$ cat config.mk
export PLATFORM = sky130hd
export DESIGN_NAME = led_display_sequencer_flat
export DESIGN_NICKNAME = d
export VERILOG_FILES = /design/src/rtl/led_display_sequencer_if.sv /design/src/rtl/led_display_sequencer.sv /design/src/flat_wrapper.sv
export SDC_FILE = /design/constraint.sdc
export NUM_CORES = 1
export LEC_CHECK = 0
export CELL_PAD_IN_SITES_DETAIL_PLACEMENT = 1
export CELL_PAD_IN_SITES_GLOBAL_PLACEMENT = 1
export CORE_ASPECT_RATIO = 0.8
export CORE_UTILIZATION = 40
export DETAILED_ROUTE_END_ITERATION = 8
export PLACE_DENSITY = 0.74
export SLEW_MARGIN = 10
export SYNTH_ARGS = -nofsm -noshare
export SYNTH_HDL_FRONTEND = slang
export SYNTH_SLANG_ARGS = --single-unit
$ cat constraint.sdc
create_clock -name clock -period 3.4 [get_ports clock]
set_input_delay 0.34 -clock clock [delete_from_list [all_inputs] [get_ports clock]]
set_output_delay 0.34 -clock clock [all_outputs]
set_load 0.02 [all_outputs]
$ cat src/rtl/led_display_sequencer_if.sv
// Switch/button inputs and LED display outputs of the LED display sequencer.
// The board side (switches, buttons, LED block) is the master.
interface led_display_sequencer_if;
    logic [3:0] gray_in;
    logic       mode_btn;
    logic       step_btn;
    logic [3:0] bin_out;
    logic       update;
    logic [1:0] mode;

    modport master (output gray_in, mode_btn, step_btn, input bin_out, update, mode);
    modport slave  (input gray_in, mode_btn, step_btn, output bin_out, update, mode);
endinterface

$ cat src/rtl/led_display_sequencer.sv
// LED display sequencer: drives the 4-bit LED value from Gray-coded switches (LIVE),
// a self-advancing demo count (AUTO) or a manually stepped frozen count (HOLD).
//
// state | meaning
// LIVE  | bin_out follows decoded, synchronised gray_in
// AUTO  | count advances once every TICK_DIV cycles
// HOLD  | count frozen, each step press adds one (mod 16)
module led_display_sequencer #(
    parameter int TICK_DIV        = 100_000_000,
    parameter int DEBOUNCE_CYCLES = 1_000_000
) (
    input logic                    clock,
    input logic                    reset_n,
    led_display_sequencer_if.slave bus
);
    localparam int PW = $clog2(TICK_DIV);
    localparam int DW = $clog2(DEBOUNCE_CYCLES);
    localparam logic [PW-1:0] TICK_TC = PW'(TICK_DIV - 1);
    localparam logic [DW-1:0] DEB_TC  = DW'(DEBOUNCE_CYCLES - 1);
    localparam int BTN_MODE = 0;
    localparam int BTN_STEP = 1;

    typedef enum logic [1:0] {
        LIVE = 2'b00,
        AUTO = 2'b01,
        HOLD = 2'b10
    } state_t;

    state_t        state;
    logic [1:0]    rst_sync;
    logic          run;
    logic [3:0]    gray_s1;
    logic [3:0]    gray_s2;
    logic [3:0]    gray_dec;
    logic [1:0]    btn_s1;
    logic [1:0]    btn_s2;
    logic [1:0]    btn_acc;
    logic [1:0]    btn_press;
    logic [DW-1:0] deb_cnt [2];
    logic [PW-1:0] prescale;
    logic [3:0]    count;
    logic [3:0]    bin_q;
    logic [3:0]    bin_next;
    logic          update_q;

    // Reset asserts asynchronously everywhere; release reaches the logic via run.
    always_ff @(posedge clock or negedge reset_n) begin
        if (!reset_n) begin
            rst_sync <= 2'b00;
        end else begin
            rst_sync <= {rst_sync[0], 1'b1};
        end
    end

    assign run = rst_sync[1];

    always_ff @(posedge clock or negedge reset_n) begin
        if (!reset_n) begin
            gray_s1 <= '0;
            gray_s2 <= '0;
            btn_s1  <= '0;
            btn_s2  <= '0;
        end else begin
            gray_s1 <= bus.gray_in;
            gray_s2 <= gray_s1;
            btn_s1  <= {bus.step_btn, bus.mode_btn};
            btn_s2  <= btn_s1;
        end
    end

    always_ff @(posedge clock or negedge reset_n) begin
        if (!reset_n) begin
            btn_acc    <= '0;
            btn_press  <= '0;
            deb_cnt[0] <= '0;
            deb_cnt[1] <= '0;
        end else if (run) begin
            for (int i = 0; i < 2; i++) begin
                btn_press[i] <= 1'b0;
                if (btn_s2[i] == btn_acc[i]) begin
                    deb_cnt[i] <= '0;
                end else if (deb_cnt[i] == DEB_TC) begin
                    btn_acc[i]   <= btn_s2[i];
                    btn_press[i] <= btn_s2[i];
                    deb_cnt[i]   <= '0;
                end else begin
                    deb_cnt[i] <= deb_cnt[i] + 1'b1;
                end
            end
        end
    end

    always_comb begin
        gray_dec = {gray_s2[3], ^gray_s2[3:2], ^gray_s2[3:1], ^gray_s2[3:0]};
        bin_next = gray_dec;
        if (state == AUTO || state == HOLD) begin
            bin_next = count;
        end
    end

    // A mode press always takes priority over a step press or a prescaler terminal.
    always_ff @(posedge clock or negedge reset_n) begin
        if (!reset_n) begin
            state    <= LIVE;
            count    <= '0;
            prescale <= '0;
            bin_q    <= '0;
            update_q <= 1'b0;
        end else if (run) begin
            bin_q    <= bin_next;
            update_q <= (bin_next != bin_q);
            case (state)
                LIVE: begin
                    if (btn_press[BTN_MODE]) begin
                        state    <= AUTO;
                        count    <= bin_q;
                        prescale <= '0;
                    end
                end
                AUTO: begin
                    if (btn_press[BTN_MODE]) begin
                        state <= HOLD;
                    end else if (prescale == TICK_TC) begin
                        count    <= count + 4'd1;
                        prescale <= '0;
                    end else begin
                        prescale <= prescale + 1'b1;
                    end
                end
                HOLD: begin
                    if (btn_press[BTN_MODE]) begin
                        state <= LIVE;
                    end else if (btn_press[BTN_STEP]) begin
                        count <= count + 4'd1;
                    end
                end
                default: state <= LIVE;
            endcase
        end
    end

    assign bus.bin_out = bin_q;
    assign bus.update  = update_q;
    assign bus.mode    = state;
endmodule

$ cat src/flat_wrapper.sv
// flat-port wrapper written by rule: the top's interface ports become plain ports
module led_display_sequencer_flat 
#(
    parameter int TICK_DIV        = 100_000_000,
    parameter int DEBOUNCE_CYCLES = 1_000_000
)
  (clock, reset_n, bus_gray_in, bus_mode_btn, bus_step_btn, bus_bin_out, bus_update, bus_mode);
  led_display_sequencer_if bus_i ();
  input logic clock;
  input logic reset_n;
  input wire logic [$bits(bus_i.gray_in)-1:0] bus_gray_in;
  input wire logic [$bits(bus_i.mode_btn)-1:0] bus_mode_btn;
  input wire logic [$bits(bus_i.step_btn)-1:0] bus_step_btn;
  output wire logic [$bits(bus_i.bin_out)-1:0] bus_bin_out;
  output wire logic [$bits(bus_i.update)-1:0] bus_update;
  output wire logic [$bits(bus_i.mode)-1:0] bus_mode;
  assign bus_i.gray_in = bus_gray_in;
  assign bus_i.mode_btn = bus_mode_btn;
  assign bus_i.step_btn = bus_step_btn;
  assign bus_bin_out = bus_i.bin_out;
  assign bus_update = bus_i.update;
  assign bus_mode = bus_i.mode;
  led_display_sequencer #(.TICK_DIV(TICK_DIV), .DEBOUNCE_CYCLES(DEBOUNCE_CYCLES)) u_core (.clock(clock), .reset_n(reset_n), .bus(bus_i));
endmodule
Yosys cells after proc, flatten, opt, wreduce, memory -nomap -nowiden
Index checks and enable logic that the tools add are counted.
{"block": "totals", "regBits": 96, "elab_cells": 71, "input_bits": 8, "output_inout_bits": 7}
{"block": "classes", "bitwise": 2, "reduce_logical": 12, "mux": 23, "n_eq_ne": 15, "n_addsub": 4}
{"op": "27-bit two-way mux", "n": 3}
{"op": "20-bit two-way mux", "n": 4}
{"op": "27-bit case mux with 2 select lines", "n": 1}
{"op": "20-bit by 1-bit adder with 20-bit output (second input constant)", "n": 2}
{"op": "20-bit == test (second input constant)", "n": 2}
{"op": "27-bit by 1-bit adder with 27-bit output (second input constant)", "n": 1}
{"op": "27-bit == test (second input constant)", "n": 1}
{"op": "4-bit two-way mux", "n": 6}
{"op": "4-bit case mux with 3 select lines", "n": 1}
{"op": "2-bit by 1-bit != test with 1-bit output (second input constant)", "n": 4}
{"op": "4-bit AND reduction", "n": 2}
{"op": "7-bit AND reduction", "n": 1}
{"op": "2-bit two-way mux", "n": 3}
{"op": "2-bit != test (second input constant)", "n": 3}
{"op": "2-bit case mux with 3 select lines", "n": 1}
{"op": "3-bit AND reduction", "n": 2}
{"op": "4-bit by 1-bit adder with 4-bit output (second input constant)", "n": 1}
{"op": "1-bit two-way mux", "n": 4}
{"op": "4-bit != test", "n": 1}
{"op": "4-bit XOR reduction", "n": 1}
{"op": "3-bit nonzero test", "n": 1}
{"op": "3-bit XOR reduction", "n": 1}
{"op": "1-bit == test", "n": 2}
{"op": "2-bit by 1-bit == test with 1-bit output (second input constant)", "n": 1}
{"op": "6 further kinds", "n": 7}

Logic depth before layout (Yosys ltp)
{"block": "depth", "word_depth": 4, "depth_mapped": 10, "ltp_nobuf": 7}

Worst setup path before layout
OpenSTA, ideal clock, no wires.
{"block": "synth_timing", "path_kind": "register to register", "startpoint": "reg u_core.state[1], in the netlist u_core.bus.mode[1]", "endpoint": "reg u_core.prescale[24]", "arrival_ps": 1944, "n_path_buf": 2, "slack_ps": 1335, "required_time_ps": 3279, "stages_incl_launch_ff": 10, "setup_ps": 121, "synth_period_minus_slack_ps": 2065, "path_cell_list": "dfrtp_1 > inv_1 > ha_1 > clkbuf_2 > and3b_1 > o21ai_1 > buf_2 > nor4_1 > xnor2_1 > nor2_1"}
{"block": "synth_via", "elab_chain_cells": 3}
{"element": "start: declaration", "line": "led_display_sequencer.sv:29", "source": "state_t state;"}
{"element": "start signal: assignment", "line": "led_display_sequencer.sv:104", "source": "state <= LIVE;"}
{"element": "start signal: assignment", "line": "led_display_sequencer.sv:115", "source": "state <= AUTO;"}
{"element": "start signal: assignment", "line": "led_display_sequencer.sv:122", "source": "state <= HOLD;"}
{"element": "2-bit by 1-bit == test with 1-bit output / 2-bit zero test (equally long branches)", "line": "led_display_sequencer.sv:112", "source": "case (state)"}
{"element": "2-bit != test (no line), or another cell as far along"}
{"element": "4-bit AND reduction (no line)"}
{"element": "end signal: assignment", "line": "led_display_sequencer.sv:127", "source": "prescale <= prescale + 1'b1;"}
{"element": "end: declaration", "line": "led_display_sequencer.sv:40", "source": "logic [PW-1:0] prescale;"}
Parallel ways exist; a longest one is shown, timed or not.
A chain may end at the register's enable or synchronous reset.

Worst setup path in the final report
{"block": "layout_timing", "startpoint": "reg u_core.state[1], in the netlist u_core.bus.mode[1]", "endpoint": "reg u_core.prescale[6]"}
Same word-level chain as after synthesis.

==> flow_summary.ini <==
[outcome]
status = finished, final reports clean

[floorplan]
core_area_mm2 = 0.01174
start_util_pct = 41.79
dieArea_mm2 = 0.01271
die_w_um = 125.8
die_h_um = 101.0
rows = 35
boundaryPins = 15

[synthesis]
ys_warn_count = 0
synth-compound-area-share_pct = 9.005
syn_area_per_cell_um2 = 9.989
synth_ff_type = dfrtp_1
synth_area_leaders = dfrtp_1, xnor2_1, nor2_1, xor2_1, nand3_1
synthMuxAreaShare_pct = 2.168
synth_top_family_by_area = simple AND/OR/NAND/NOR gates
synth_area_mm2 = 0.004905
synth-xor-area-share_pct = 10.84
synth_nets = 508
yosysTopAreaCellShare_pct = 48.98
synthAdderAreaFrac_pct = 2.296
synth-seq-cells = 96
synthCells = 491
synth_edf_count = 0
synth_cell_types = 61
seq_area_frac_synth_pct = 48.98
async_reset_ff_share_pct = 100.0
synth-simple-area-share_pct = 23.49
synth_top_area_cell = dfrtp_1

[final_layout]
nFillCells = 1307
diodes = 0
drive_gt1_share_pct = 7.045
fin_util_pct = 46.74
nets = 523
areaGrowthSynthToFinish_pct = 11.84
stdcell_area_mm2 = 0.005485
final-seq-area_mm2 = 0.002402
multiInputGateArea_mm2 = 0.002349
fin_cells = 659

[pwr]
netSwitchingPower_uw = 571.4
intPower_mw = 1.806
finalPower_mw = 2.378
seq_power_share_pct = 50.4
leakagePower_nw = 2.346
p_per_area_mw_per_mm2 = 433.5
pwr-share-comb_pct = 6.1
switching_share_pct = 24.03
p_clk_share_pct = 43.5
ir_drop_v = 0.0003204

[clock_network]
cts_resized = 0
path_clk_slew_ns = 0.07
cts_setup_buffers = 0
postCtsHoldBufs = 1
numCtsBuffers = 9
clock_path_buffers = 2
root_buffer = clkbuf_16
cts.htree.levels = 3
insertion_delay_ns = 0.35
cts_num_sinks = 96
cts_tree = built

[flow_run]
maxCapViolations = 0

[setup_path]
crit_slowest_cell = o21ai_1
crit_path_end_kind = flip-flop
required_ns = 3.63
crit_fanout = 12
crit_chain = inv_1, ha_1, and3b_1, o21ai_1, buf_4, nor2_1, a221o_1
worst_ep_arrival_time_ns = 2.78
cpPeakStageDelay_ns = 0.53
crit_type = flip-flop to flip-flop
critPathLaunchType = flip-flop

[global_routing]
antenna_found_initial = 0
grt_pass1_wl_mm = 18.91
grt_overflow = 0
first_global_vias = 3831
track_usage_pct = 18.76
grt_start_max_net_pins = 41

[detailed_routing]
avgRoutedWirePerCell_um = 16.22
wirelength_mm = 10.69
post-route-drc-count = 0
detail-route-antenna-nets = 0
vias = 3621
first_iter_violations = 108
vias_per_cell = 5.495
first_pass_iters = 4

[placement]
io_buffers = 14
post-place-ws_ns = 0.8635
hpwl_mm = 7.644
gp_congestion = 0.7742
place_area_mm2 = 0.005171
post-place-cells = 642

[timing]
worstMarginPinSlew_ns = 0.8632
rsz0062_at_grt = false
fin_crit_sh_pct = 75.16
tns_ns = 0
period_needed_ns = 2.555
max_slew_margin_pct = 42.01
skew_ns = 0.008241
slew_viol_final = 0
holdWs_ns = 0.3500
worst_slack_ns = 0.8447
max_freq_ghz = 0.3913
finalSetupViolCount = 0
finalHoldViolations = 0

[min_path]
hp-class = flip-flop to flip-flop
[state kept, by name, indices dropped and copies added, names as in the netlist]
register	count
u_core.bus.bin_out	4
u_core.bus.update	1
u_core.prescale	27
u_core.deb_cnt	40
u_core.count	4
u_core.bus.mode	2
u_core.btn_s2	2
u_core.rst_sync	2
u_core.btn_acc	2
u_core.gray_s2	4
u_core.gray_s1	4
u_core.btn_s1	2
u_core.btn_press	2
[critical path: cells and delay by family, from the launching register on]
kind | cells | cell delay [ns]
DFF | 1 | 0.43
AOI/OAI and AO/OA | 2 | 0.86
adders and majority gates | 1 | 0.37
and+or+nand+nor | 2 | 0.35
buffers and inverters | 2 | 0.41
[path summary, 6_finish.rpt]
| check | from | endpoint | slack, ns | cells after the start |
|---|---|---|---|---|
| worst max-delay path | u_core.bus.mode[1] | u_core.prescale[6] | 0.84 | 7 |
| worst min-delay path | u_core.gray_s1[2] | u_core.gray_s2[2] | 0.35 | 0 |
| worst max register to register | u_core.bus.mode[1] | u_core.prescale[6] | 0.84 | 7 |
| worst min register to register | u_core.gray_s1[2] | u_core.gray_s2[2] | 0.35 | 0 |
| max in group asynchronous | reset_n | u_core.bus.bin_out[2] | 2.08 | 3 |
| min in group asynchronous | reset_n | u_core.prescale[11] | 0.52 | 2 |
[synthesized netlist by cell type, drive strengths merged (2+ instances only)]
master and count:
inv 14, o2bb2ai 2, nand3 30, or4 2, nand2b 6, clkbuf 7, o21bai 2, o31ai 3
nor2 65, o21ai 21, a31oi 7, o41ai 3, a22o 3, and3 16, nand4 17, nor4 14
mux2 5, nor3b 4, xor2 24, o22ai 2, nand2 34, a32o 2, nor2b 6, and4 7
dfrtp 96, nor3 13, xnor2 34, mux2i 5, and2 3, buf 10, a21oi 7, ha 9
o211ai 3
[final cells by class]
class,count,area share [%]
well taps,148,3.376
clock buffers,9,4.106
repair buffers,21,3.513
inverters,14,0.9580
flip-flops and latches,96,43.80
clock inverters,7,1.437
multi-input cells,364,42.81
[kinds of logic after synthesis]
logic type	count (synthesis)
other cells	1
compound gates	62
mux	10
fa+ha+maj	9
flops	96
xor+xnor	59
simple gates	223
buf+inv	31
[power by group through the flow]
stage	registers [mW]	logic, mW	clock network, mW
2_1_floorplan	1.22	0.0741	0
3_3_place_gp	1.22	0.142	0
3_5_place_dp	1.22	0.147	0
4_1_cts	1.20	0.149	1.06
5_1_grt	1.20	0.164	1.11
6_report	1.20	0.145	1.03
[layout by cell type (no fill, tap or decap), types with 6 or more instances in the layout]
master / count
nand3_1: 30
ha_1: 9
nor2b_1: 6
xor2_1: 24
inv_1: 14
xnor2_1: 34
nor4_1: 14
and4_1: 7
and3_1: 16
clkbuf_16: 9
nand2b_1: 6
a21oi_1: 7
a31oi_1: 7
nor2_1: 64
nand4_1: 16
nand2_1: 34
clkdlybuf4s50_1: 13
o21ai_0: 20
buf_4: 7
nor3_1: 13
dfrtp_1: 96
[layer usage]
metal  routed length, um  part of all wire, %  GRT usage, %
met5                   0                    0             0
met3                 236                  2.2         4.406
met1                5331                   50         24.87
met2                5018                   47         31.07
met4                 101                 0.94         4.819
Power figures use the tool's default switching activity.
